**config.mk**
```make
export PLATFORM = sky130hd
export DESIGN_NAME = instr_encoder
export DESIGN_NICKNAME = d
export VERILOG_FILES = /design/src/rtl/isa_pkg.sv /design/src/rtl/instr_pack.sv /design/src/rtl/instr_encoder.sv
export SDC_FILE = /design/constraint.sdc
export NUM_CORES = 1
export LEC_CHECK = 0
export CAP_MARGIN = 20
export CORE_MARGIN = 2
export CORE_UTILIZATION = 40
export CTS_CLUSTER_DIAMETER = 60
export CTS_CLUSTER_SIZE = 28
export DETAILED_ROUTE_END_ITERATION = 8
export DONT_BUFFER_PORTS = 1
export PLACE_DENSITY_LB_ADDON = 0.12
export SYNTH_ARGS = -nofsm -noshare
export SYNTH_HDL_FRONTEND = slang
export SYNTH_HIERARCHICAL = 1
export SYNTH_SLANG_ARGS = --single-unit
```
**constraint.sdc**
```tcl
create_clock -name clk -period 4.55 [get_ports clk]
set_input_delay 0.455 -clock clk [delete_from_list [all_inputs] [get_ports clk]]
set_output_delay 0.455 -clock clk [all_outputs]
set_load 0.1 [all_outputs]
```
**src/rtl/isa_pkg.sv**
```systemverilog
// Shared ISA definitions: op enum, 6-bit opcodes, instruction formats and
// loader FSM states. The control decoder imports the same opcode constants.
package isa_pkg;

  typedef enum logic [3:0] {
    OP_AND  = 4'd0,
    OP_LW   = 4'd1,
    OP_SW   = 4'd2,
    OP_JR   = 4'd3,
    OP_JAL  = 4'd4,
    OP_NOR  = 4'd5,
    OP_NORI = 4'd6,
    OP_NOT  = 4'd7,
    OP_BLEU = 4'd8,
    OP_ROLV = 4'd9,
    OP_RORV = 4'd10
  } op_e;

  localparam logic [5:0] OPC_AND  = 6'b100000;
  localparam logic [5:0] OPC_LW   = 6'b100011;
  localparam logic [5:0] OPC_SW   = 6'b101011;
  localparam logic [5:0] OPC_JR   = 6'b001000;
  localparam logic [5:0] OPC_JAL  = 6'b000011;
  localparam logic [5:0] OPC_NOR  = 6'b100110;
  localparam logic [5:0] OPC_NORI = 6'b001110;
  localparam logic [5:0] OPC_NOT  = 6'b000100;
  localparam logic [5:0] OPC_BLEU = 6'b010000;
  localparam logic [5:0] OPC_ROLV = 6'b000000;
  localparam logic [5:0] OPC_RORV = 6'b000010;

  typedef enum logic [1:0] {
    FMT_R = 2'd0,
    FMT_I = 2'd1,
    FMT_J = 2'd2
  } fmt_e;

  typedef enum logic [1:0] {
    ST_IDLE  = 2'd0,
    ST_LOAD  = 2'd1,
    ST_DRAIN = 2'd2,
    ST_DONE  = 2'd3
  } state_e;

endpackage

```
**src/rtl/instr_pack.sv**
```systemverilog
// Combinational packer: op enum plus fields to a 32-bit instruction word.
// Ports: op_i (op enum), rs_i/rt_i/rd_i, imm_i, target_i in;
//        word_o (packed word, zero when illegal), illegal_o (op 11..15) out.
module instr_pack
  import isa_pkg::*;
(
  input  logic [3:0]  op_i,
  input  logic [4:0]  rs_i,
  input  logic [4:0]  rt_i,
  input  logic [4:0]  rd_i,
  input  logic [15:0] imm_i,
  input  logic [25:0] target_i,
  output logic [31:0] word_o,
  output logic        illegal_o
);

  logic [5:0] opc;
  fmt_e       fmt;
  logic       zero_rt;
  logic       zero_rd;
  logic [4:0] rt_eff;
  logic [4:0] rd_eff;

  // Opcode, format and per-op field suppression
  always_comb begin
    opc       = 6'b000000;
    fmt       = FMT_R;
    zero_rt   = 1'b0;
    zero_rd   = 1'b0;
    illegal_o = 1'b0;
    case (op_i)
      OP_AND:  opc = OPC_AND;
      OP_LW:   begin opc = OPC_LW;   fmt = FMT_I; end
      OP_SW:   begin opc = OPC_SW;   fmt = FMT_I; end
      OP_JR:   begin opc = OPC_JR;   zero_rt = 1'b1; zero_rd = 1'b1; end
      OP_JAL:  begin opc = OPC_JAL;  fmt = FMT_J; end
      OP_NOR:  opc = OPC_NOR;
      OP_NORI: begin opc = OPC_NORI; fmt = FMT_I; end
      OP_NOT:  begin opc = OPC_NOT;  zero_rt = 1'b1; end
      OP_BLEU: begin opc = OPC_BLEU; fmt = FMT_I; end
      OP_ROLV: opc = OPC_ROLV;
      OP_RORV: opc = OPC_RORV;
      default: illegal_o = 1'b1;
    endcase
  end

  assign rt_eff = zero_rt ? 5'd0 : rt_i;
  assign rd_eff = zero_rd ? 5'd0 : rd_i;

  // Field placement; unused fields of each format never reach the word
  always_comb begin
    word_o = 32'd0;
    case (fmt)
      FMT_R:   word_o = {opc, rs_i, rt_eff, rd_eff, 11'd0};
      FMT_I:   word_o = {opc, rs_i, rt_i, imm_i};
      FMT_J:   word_o = {opc, target_i};
      default: word_o = 32'd0;
    endcase
    if (illegal_o) word_o = 32'd0;
  end

endmodule

```
**src/rtl/instr_encoder.sv**
```systemverilog
// Program loader front end: accepts symbolic instructions over valid/ready,
// packs them and writes them sequentially into imem from a base address.
// Ports: clk, reset (async, active high); start/base_addr begin a load;
//        in_valid/in_ready + in_op/in_rs/in_rt/in_rd/in_imm/in_target/in_last
//        instruction stream; wr_en/wr_ready/wr_addr/wr_data imem write port;
//        busy, done, count, err_illegal, err_overflow status.
module instr_encoder
  import isa_pkg::*;
#(
  parameter int unsigned ADDR_W = 10
) (
  input  logic              clk,
  input  logic              reset,
  input  logic              start,
  input  logic [ADDR_W-1:0] base_addr,
  input  logic              in_valid,
  output logic              in_ready,
  input  logic [3:0]        in_op,
  input  logic [4:0]        in_rs,
  input  logic [4:0]        in_rt,
  input  logic [4:0]        in_rd,
  input  logic [15:0]       in_imm,
  input  logic [25:0]       in_target,
  input  logic              in_last,
  output logic              wr_en,
  input  logic              wr_ready,
  output logic [ADDR_W-1:0] wr_addr,
  output logic [31:0]       wr_data,
  output logic              busy,
  output logic              done,
  output logic [ADDR_W:0]   count,
  output logic              err_illegal,
  output logic              err_overflow
);

  localparam int unsigned CNT_W = ADDR_W + 1;
  localparam logic [ADDR_W-1:0] ADDR_MAX = '1;

  state_e            state_q;
  logic              wr_en_q;
  logic [ADDR_W-1:0] addr_q;
  logic [31:0]       data_q;
  logic [CNT_W-1:0]  count_q;
  logic              err_ill_q;
  logic              err_ovf_q;

  logic [31:0] pack_word;
  logic        pack_illegal;
  logic        wr_fire;
  logic        last_slot;
  logic        accept;

  instr_pack u_pack (
    .op_i      (in_op),
    .rs_i      (in_rs),
    .rt_i      (in_rt),
    .rd_i      (in_rd),
    .imm_i     (in_imm),
    .target_i  (in_target),
    .word_o    (pack_word),
    .illegal_o (pack_illegal)
  );

  assign wr_fire = wr_en_q & wr_ready;
  // A word pending at the top address ends the load, so nothing new may
  // enter the output register behind it and wrap into address 0.
  assign last_slot = wr_en_q & (addr_q == ADDR_MAX);
  assign in_ready  = (state_q == ST_LOAD) & (!wr_en_q | wr_ready) & !last_slot;
  assign accept    = in_valid & in_ready;

  // FSM, output register, address/count and sticky errors
  always_ff @(posedge clk or posedge reset) begin
    if (reset) begin
      state_q   <= ST_IDLE;
      wr_en_q   <= 1'b0;
      addr_q    <= '0;
      data_q    <= 32'd0;
      count_q   <= '0;
      err_ill_q <= 1'b0;
      err_ovf_q <= 1'b0;
    end else begin
      if (wr_fire) begin
        wr_en_q <= 1'b0;
        addr_q  <= addr_q + ADDR_W'(1);
        count_q <= count_q + CNT_W'(1);
        if (addr_q == ADDR_MAX) err_ovf_q <= 1'b1;
      end
      case (state_q)
        ST_IDLE: begin
          if (start) begin
            state_q   <= ST_LOAD;
            addr_q    <= base_addr;
            count_q   <= '0;
            err_ill_q <= 1'b0;
            err_ovf_q <= 1'b0;
          end
        end
        ST_LOAD: begin
          if (wr_fire && addr_q == ADDR_MAX) state_q <= ST_DRAIN;
          if (accept) begin
            // Same-edge reload overrides the clear from the completing write
            if (pack_illegal) begin
              err_ill_q <= 1'b1;
            end else begin
              wr_en_q <= 1'b1;
              data_q  <= pack_word;
            end
            if (in_last) state_q <= ST_DRAIN;
          end
        end
        ST_DRAIN: begin
          if (!wr_en_q || wr_ready) state_q <= ST_DONE;
        end
        ST_DONE: state_q <= ST_IDLE;
        default: state_q <= ST_IDLE;
      endcase
    end
  end

  assign wr_en        = wr_en_q;
  assign wr_addr      = addr_q;
  assign wr_data      = data_q;
  assign count        = count_q;
  assign err_illegal  = err_ill_q;
  assign err_overflow = err_ovf_q;
  assign busy         = (state_q != ST_IDLE);
  assign done         = (state_q == ST_DONE);

endmodule
```
==> results of run 1 <==
per-stage QoR:
stage                     std cells  hold slack [ns]
final                           427            0.200
after global routing            427            0.219
after CTS                       427            0.219
after detailed placement        411            0.579
after global placement          411            0.576
after floorplan                 320            0.552
sequential cells by signal (all words and copies together), names as in the netlist, named ones only:
name	cells
wr_addr	10
err_overflow	1
state_q	1
count	11
wr_en	1
wr_data	32
err_illegal	1
final cells by class:
type | count | area [um2] | area share, %
Clock buffer | 10 | 128 | 3.59
Sequential cell | 58 | 1450 | 40.8
Inverter | 7 | 26.3 | 0.739
Clock inverter | 6 | 33.8 | 0.950
Tap cell | 105 | 131 | 3.69
Multi-Input combinational cell | 235 | 1720 | 48.5
Timing Repair Buffer | 6 | 62.6 | 1.76
Yosys cell counts, types with 2 or more instances:
library cell | instances | share of area [%]
a21oi_1 | 9 | 1.4
nor2_1 | 23 | 2.6
ha_1 | 2 | 0.75
a22o_1 | 17 | 4.5
nor4_1 | 5 | 0.94
xnor2_1 | 11 | 2.9
a32oi_1 | 5 | 1.3
nor2b_1 | 11 | 2.1
buf_4 | 3 | 0.68
o21ai_0 | 16 | 2.4
nand2_1 | 27 | 3.0
mux2i_1 | 6 | 1.8
buf_6 | 5 | 1.7
and4_1 | 2 | 0.53
dfrtp_1 | 58 | 44
buf_2 | 3 | 0.45
clkbuf_1 | 9 | 1.0
inv_1 | 7 | 0.79
mux2_2 | 5 | 1.7
nand3_1 | 6 | 0.90
xor2_1 | 9 | 2.4
o21ai_1 | 2 | 0.30
and2_1 | 13 | 2.4
nand2b_1 | 4 | 0.75
nor3_1 | 4 | 0.60
o21a_1 | 2 | 0.45
mux2_1 | 32 | 11
a222oi_1 | 5 | 1.5
nand4_1 | 4 | 0.75
critical path: stages (launching register included):
cell and delay [ns]:
dfrtp_1 0.99, ha_1 0.32, nand3_1 0.13, nor3_4 0.30
nor3_2 0.11, clkbuf_16 0.23
cell usage in the layout (no fill, tap or decap), types with 5 or more instances in the layout:
| cell type | netlist | layout |
|---|---|---|
| dfrtp_1 | 58 | 58 |
| mux2_1 | 32 | 32 |
| nand2_1 | 27 | 27 |
| nor2_1 | 23 | 23 |
| a22o_1 | 17 | 17 |
| o21ai_0 | 16 | 16 |
| and2_1 | 13 | 13 |
| nor2b_1 | 11 | 11 |
| xnor2_1 | 11 | 11 |
| xor2_1 | 9 | 9 |
| a21oi_1 | 9 | 9 |
| clkbuf_8 | 0 | 9 |
| nand3_1 | 6 | 6 |
| inv_1 | 7 | 6 |
| mux2i_1 | 6 | 6 |
| nor4_1 | 5 | 5 |
| clkinv_2 | 0 | 5 |
| buf_4 | 3 | 5 |
| mux2_2 | 5 | 5 |
| a222oi_1 | 5 | 5 |
| a32oi_1 | 5 | 5 |
cell families after synthesis:
logic type / count (synthesis) / synth area share, %
adder cells (fa/ha/maj): 2 / 0.753
XOR/XNOR: 20 / 5.27
multiplexers: 43 / 14.3
buffers and inverters: 27 / 4.63
AO/OA/AOI/OAI: 63 / 13.6
flip-flops: 58 / 43.7
AND/OR/NAND/NOR: 107 / 17.7
worst max path at each step:
stage,start,to
6_report,wr_addr[0]$_DFF_PP0_,in_ready
3_5_place_dp,wr_addr[0]$_DFF_PP0_,wr_data[11]$_DFFE_PP0P_
3_3_place_gp,wr_addr[0]$_DFF_PP0_,wr_data[10]$_DFFE_PP0P_
2_1_floorplan,wr_addr[0]$_DFF_PP0_,in_ready
5_1_grt,wr_addr[0]$_DFF_PP0_,in_ready
4_1_cts,wr_addr[0]$_DFF_PP0_,in_ready
layer usage:
layer / GRT usage, % / wire, um
met2: 26.9 / 3520
met5: 0 / 0
met1: 22.4 / 3400
met4: 7.00 / 133
met3: 6.40 / 640
==> results.yml, run 1 <==
worst_setup_path:
  cp_max_fo: 4
  required_ns: 4.09
  reg2reg_depth: 6
  endpoint_kind: "primary output"
  cp-start-kind: "register"
  r2r_start: "wr_addr[0]$_DFF_PP0_"
  r2r_end: "wr_data[7]$_DFFE_PP0P_"
  rrSetupSlack_ns: 1.90
  cp_data_arrival_time_ns: 2.42
  worstSetupPathType: "register to primary output"
sta:
  fmax_mhz: 348
  fin_tns_setup_ns: 0
  rsz0062_at_grt: "false"
  hold_viol_final: 0
  finClkSkew_ns: 0.00803
  worstMarginPinSlew_ns: 1.08
  finalSetupViolCount: 0
  fin_crit_sh_pct: 63.2
  maxSlewViolCount: 0
  slew_headroom_pct: 28.2
  min_period_ns: 2.88
  fin_ws_ns: 1.67
detailed_routing:
  routed_wl_mm: 7.69
  ant_nets: 0
  first_iter_violations: 105
  drt_pre_antenna_iters: 4
  num_vias: 2390
  viasPerCell: 5.60
  route.detailed.wl_per_inst_um: 18.0
  drc: 0
place:
  pre_cts_slack_ns: 1.85
  dp_hpwl_mm: 5.46
  place_area_um2: 3390
  io_buffers: 0
  globalplace.congestion: 0.716
clocking:
  insertion_delay_ns: 0.34
  clk_pin_slew_ns: 0.07
  post_cts_buffers: 0
  tritoncts: "done"
  cts_sinks: 58
  cts.repair.resized: 0
  h-tree-depth: 3
  cts_hold_buf: 0
  clockRootBuffer: "clkbuf_8"
  clockBufferDepth: 2
  numCtsBuffers: 9
floorplanning:
  dieWidth_um: 95.2
  die_h_um: 95.2
  ios: 136
  rows: 33
  core_area_um2: 8130
  die_area_um2: 9050
  initial_core_util_pct: 40.9
synthesis:
  synth_cells: 320
  syn_nets: 399
  yosys_warnings: 6
  synth_edf_count: 0
  ys_ff_latch: 58
  yosys.cell_types.count: 44
  synth_ff_type: "dfrtp_1"
  netlist_area_um2: 3320
  seq_area_frac_synth_pct: 43.7
  async_reset_ff_share_pct: 100
  syn_avg_cell_area_um2: 10.4
grt:
  track_usage_pct: 17.5
  grt_pass1_vias: 2386
  antenna_found_initial: 0
  grt_max_degree: 59
  grt-ovfl-total: 0
  grt_pass1_wl_mm: 12.0
flow_run:
  maxCapViolCount: 0
layout:
  diodes: 0
  design_area_um2: 3560
  drive_gt1_share_pct: 9.94
  syn_to_final_growth_pct: 7.00
  num-fill-cells: 791
  final_nets: 396
  utilization_pct: 43.7
hold_path:
  min_path_type: "primary input to async pin"
outcome:
  status: "completed"
Power of run 1 is left out: the tool's default activity adds up to more than one toggle a clock period on the data nets, which glitch-free logic cannot reach.
==> run 2: changes to the inputs <==
- clock period: 4.55 -> 2.8 ns (I/O delays scaled with it)
==> run 2 against run 1 <==
Wire length up 4.7%; final cell count increased by 6.1%; clock-buffer cell count increased by 1; non-clock buffer count is 26 higher; sequential share of layout area fell by 2.6 points; setup slack worse by 1.1 ns; global-route usage rose by 0.59 points; largest cell class unchanged; highest routed layer unchanged.
==> results.yml, run 2 (synthesis gave the netlist of run 1 again) <==
sta:
  slew_headroom_pct: 30.4
  worstMarginPinSlew_ns: 1.04
  fin_tns_setup_ns: 0
  fin_crit_sh_pct: 79.5
  finClkSkew_ns: 0.0104
  fmax_mhz: 449
  rsz0062_at_grt: "false"
  finalSetupViolCount: 0
  maxSlewViolCount: 0
  min_period_ns: 2.23
  hold_viol_final: 0
layout:
  drive_gt1_share_pct: 16.4
  largest_reg_flops: 32
  final_nets: 422
  design_area_um2: 3800
  syn_to_final_growth_pct: 14.3
  final_common_cell: "dfrtp_1"
  diodes: 0
  final_cell_mix: "58 x dfrtp_1, 32 x mux2_1, 31 x buf_4"
grt:
  grt-ovfl-total: 0
  track_usage_pct: 18.1
  grt_pass1_vias: 2415
  grt_max_degree: 27
  antenna_found_initial: 0
  grt_pass1_wl_mm: 12.5
floorplanning:
  dieWidth_um: 95.2
  initial_core_util_pct: 40.9
  die_area_um2: 9050
  core_area_um2: 8130
  rows: 33
  ios: 136
  die_h_um: 95.2
clocking:
  clk_pin_slew_ns: 0.07
  numCtsBuffers: 9
  clockBufferDepth: 2
  insertion_delay_ns: 0.33
  clockRootBuffer: "clkbuf_8"
  h-tree-depth: 3
  tritoncts: "done"
  cts.repair.resized: 0
  cts_sinks: 58
detailed_routing:
  viasPerCell: 5.45
  ant_nets: 0
  drt_pre_antenna_iters: 4
  drc: 0
  routed_wl_mm: 8.05
  route.detailed.wl_per_inst_um: 17.8
  first_iter_violations: 87
  num_vias: 2471
flow_run:
  maxCapViolCount: 0
place:
  globalplace.congestion: 0.785
  place_area_um2: 3570
  dp_hpwl_mm: 6.04
  io_buffers: 0
worst_setup_path:
  endpoint_kind: "primary output"
  required_ns: 2.52
  cp_data_arrival_time_ns: 1.95
  slowest_stage: "nor3_4"
  cp_max_fo: 3
  path_cells: "ha_1 -> nand3_1 -> nor3_4 -> nor3_4"
  slowest_delay_ns: 0.80
  cp-start-kind: "register"
  path_common_cell: "nor3_4"
  worstSetupPathType: "register to primary output"
hold_path:
  min_path_type: "primary input to register"
outcome:
  status: "completed"
## run 2: cell count changes in the layout (fill, tap and decap cells not counted)
cell	delta
clkinv_4	-1
dlygate4sd3_1	+1
clkbuf_8	+1
bufinv_16	+2
clkbuf_16	-1
clkinvlp_4	+1
nor3_4	+1
nor3_2	-1
clkinv_2	-3
buf_4	+26
## run 2: final cells by class
| class | instances | area (um2) |
|---|---|---|
| fillers | 762 | 4330 |
| multi-input cells | 235 | 1730 |
| flip-flops and latches | 58 | 1450 |
| repair buffers | 32 | 243 |
| clock buffers | 11 | 141 |
| well taps | 105 | 131 |
| clock inverters | 5 | 77.6 |
| inverters | 7 | 26.3 |
## run 2: worst paths after layout
check                                     endpoint  cells after the start  slack, ns                  from
hold / removal                wr_addr[5]$_DFF_PP0_                      2       0.07          base_addr[5]
min in group asynchronous   wr_data[1]$_DFFE_PP0P_                      2       0.46                 reset
max in group asynchronous  err_illegal$_DFFE_PP0P_                      3       1.66                 reset
hold reg to reg                count[10]$_DFF_PP0_                      2       0.57   count[10]$_DFF_PP0_
setup reg to reg           err_illegal$_DFFE_PP0P_                      5       0.84  wr_addr[1]$_DFF_PP0_
setup / recovery                          in_ready                      4       0.57  wr_addr[1]$_DFF_PP0_
## run 2: repair_timing
action	in CTS	in global routing
endpoints found under the hold margin	24	0
hold buffers	1	0
setup buffers	0	0
## run 2: metal layers
metal | GRT usage [%] | wire length [um] | vias up
met5 | 0 | 0 | -
met4 | 8.09 | 124 | 0
met3 | 6.25 | 736 | 10
met2 | 27.5 | 3730 | 91
met1 | 23.3 | 3460 | 1176
li1 | - | - | 1194
## run 2: stage by stage
step / std cells / util, % / setup slack [ns] / hold WS (ns)
final: 453 / 46.7 / 0.574 / 0.0665
after global routing: 453 / 46.7 / 0.496 / 0.0645
after CTS: 453 / 46.7 / 0.563 / 0.0507
after detailed placement: 436 / 43.9 / 0.857 / 0.252
after global placement: 436 / 43.9 / 0.879 / 0.251
after floorplan: 320 / - / 0.346 / 0.397
## run 2: critical path, delay by kind of cell (launching register included)
family,cells,cell delay (ns)
adders and majority gates,1,0.22
and+or+nand+nor,3,1.00
DFF,1,0.40
Power of run 2 is left out for the same reason.
==> run 3: changes to the inputs <==
- clock period: 2.8 -> 2.16 ns (I/O delays scaled with it)
==> run 3 against run 2 <==
Setup slack got worse by 0.24 ns; die area unchanged; register-to-register slack lost 0.43 ns; highest routed layer unchanged; critical path depth unchanged; design area grew 8.7%; sequential share of layout area down 2.7 points.
==> results.yml, run 3 (synthesis gave the netlist of run 1 again) <==
clocking:
  tritoncts: "done"
  cts.repair.resized: 0
  cts_sinks: 58
  post_cts_buffers: 0
  h-tree-depth: 3
  clockRootBuffer: "clkbuf_8"
  insertion_delay_ns: 0.32
  cts_hold_buf: 4
  clk_pin_slew_ns: 0.07
  numCtsBuffers: 9
  clockBufferDepth: 2
floorplanning:
  die_area_um2: 9050
  ios: 136
  die_h_um: 95.2
  dieWidth_um: 95.2
  initial_core_util_pct: 40.9
  rows: 33
  core_area_um2: 8130
hold_path:
  holdPathEnd: "wr_addr[1]$_DFF_PP0_"
  hold_path.startpoint: "base_addr[1]"
  worstHoldPathCells: 2
  min_path_type: "primary input to register"
worst_setup_path:
  startpoint: "wr_en$_DFF_PP0_"
  rrSetupSlack_ns: 0.41
  cp_max_fo: 4
  worstSetupPathType: "register to primary output"
  path_cells: "nor2b_1 -> buf_4 -> nor3_4 -> buf_4"
  reg2reg_depth: 4
  required_ns: 1.94
  path_common_cell: "buf_4"
  critPathBufInv: 2
  cp_top_family: "buffers and inverters"
  cp_data_arrival_time_ns: 1.61
  cp.depth: 4
  r2r_end: "wr_data[1]$_DFFE_PP0P_"
  cp-start-kind: "register"
  slowest_stage: "dfrtp_2"
  slowest_delay_ns: 0.42
  endpoint_kind: "primary output"
grt:
  grt_max_degree: 33
  grt_pass1_vias: 2650
  track_usage_pct: 18.5
  antenna_found_initial: 0
  grt-ovfl-total: 0
  grt_pass1_wl_mm: 12.9
detailed_routing:
  drc: 0
  ant_nets: 0
  drt_pre_antenna_iters: 4
  viasPerCell: 5.23
  first_iter_violations: 92
  num_vias: 2573
  route.detailed.wl_per_inst_um: 16.5
  routed_wl_mm: 8.13
place:
  placed_cells: 472
  io_buffers: 0
  dp_hpwl_mm: 6.13
  globalplace.congestion: 0.786
sta:
  fmax_mhz: 549
  finalSetupViolCount: 0
  worstMarginPinSlew_ns: 0.901
  hold_viol_final: 0
  finClkSkew_ns: 0.00913
  maxSlewViolCount: 0
  fin_crit_sh_pct: 84.3
  rsz0062_at_grt: "false"
  min_period_ns: 1.82
  slew_headroom_pct: 39.9
layout:
  diodes: 0
  syn_to_final_growth_pct: 24.3
  largest_reg_flops: 32
  final_common_cell: "buf_4"
  drive_gt1_share_pct: 27.4
  final_cell_mix: "66 x buf_4, 47 x dfrtp_1, 32 x mux2_1"
  utilization_pct: 50.8
  final_nets: 461
  final_cell_count_no_fill: 492
flow_run:
  maxCapViolCount: 0
outcome:
  status: "completed"
run 3: changes by cell type in the layout (fill, tap and decap cells not counted), sizes merged:
cell	change
bufinv	-1
dlygate4sd3	+3
buf	+36
clkbuf	+1
clkinv	-1
clkinvlp	+1
run 3: cell type report:
type	instances	area, um2
Sequential cell	58	1470
Multi-Input combinational cell	235	1750
Timing Repair Buffer	71	556
Clock buffer	12	155
Tap cell	105	131
Clock inverter	4	50.0
Fill cell	746	4000
Inverter	7	26.3
run 3: routing by layer:
metal  part of all wire (%)  track usage, %  wire [um]
met1                     43            22.6       3460
met3                    8.3            5.53        677
met4                    1.1            5.56         93
met2                     48            31.4       3900
met5                      0               0          0
run 3: per-stage QoR:
| step | hold WS [ns] | setup slack (ns) | instance area, um2 | setup TNS (ns) |
|---|---|---|---|---|
| 2_1_floorplan | 0.333 | -0.000363 | 3370 | -0.000363 |
| 3_3_place_gp | 0.204 | 0.468 | 3880 | 0 |
| 3_5_place_dp | 0.191 | 0.413 | 3880 | 0 |
| 4_1_cts | 0.00181 | 0.310 | 4130 | 0 |
| 5_1_grt | 0.00120 | 0.253 | 4130 | 0 |
| 6_report | 0.0168 | 0.338 | 4130 | 0 |
run 3: worst max-delay path by stage:
stage               slack, ns                 endpoint
global route             0.25                 in_ready
floorplan             -0.0004  err_illegal$_DFFE_PP0P_
detailed placement       0.41   wr_data[3]$_DFFE_PP0P_
CTS                      0.31                 in_ready
global placement         0.47   wr_data[5]$_DFFE_PP0P_
finish                   0.34                 in_ready
Power of run 3 is left out for the same reason.
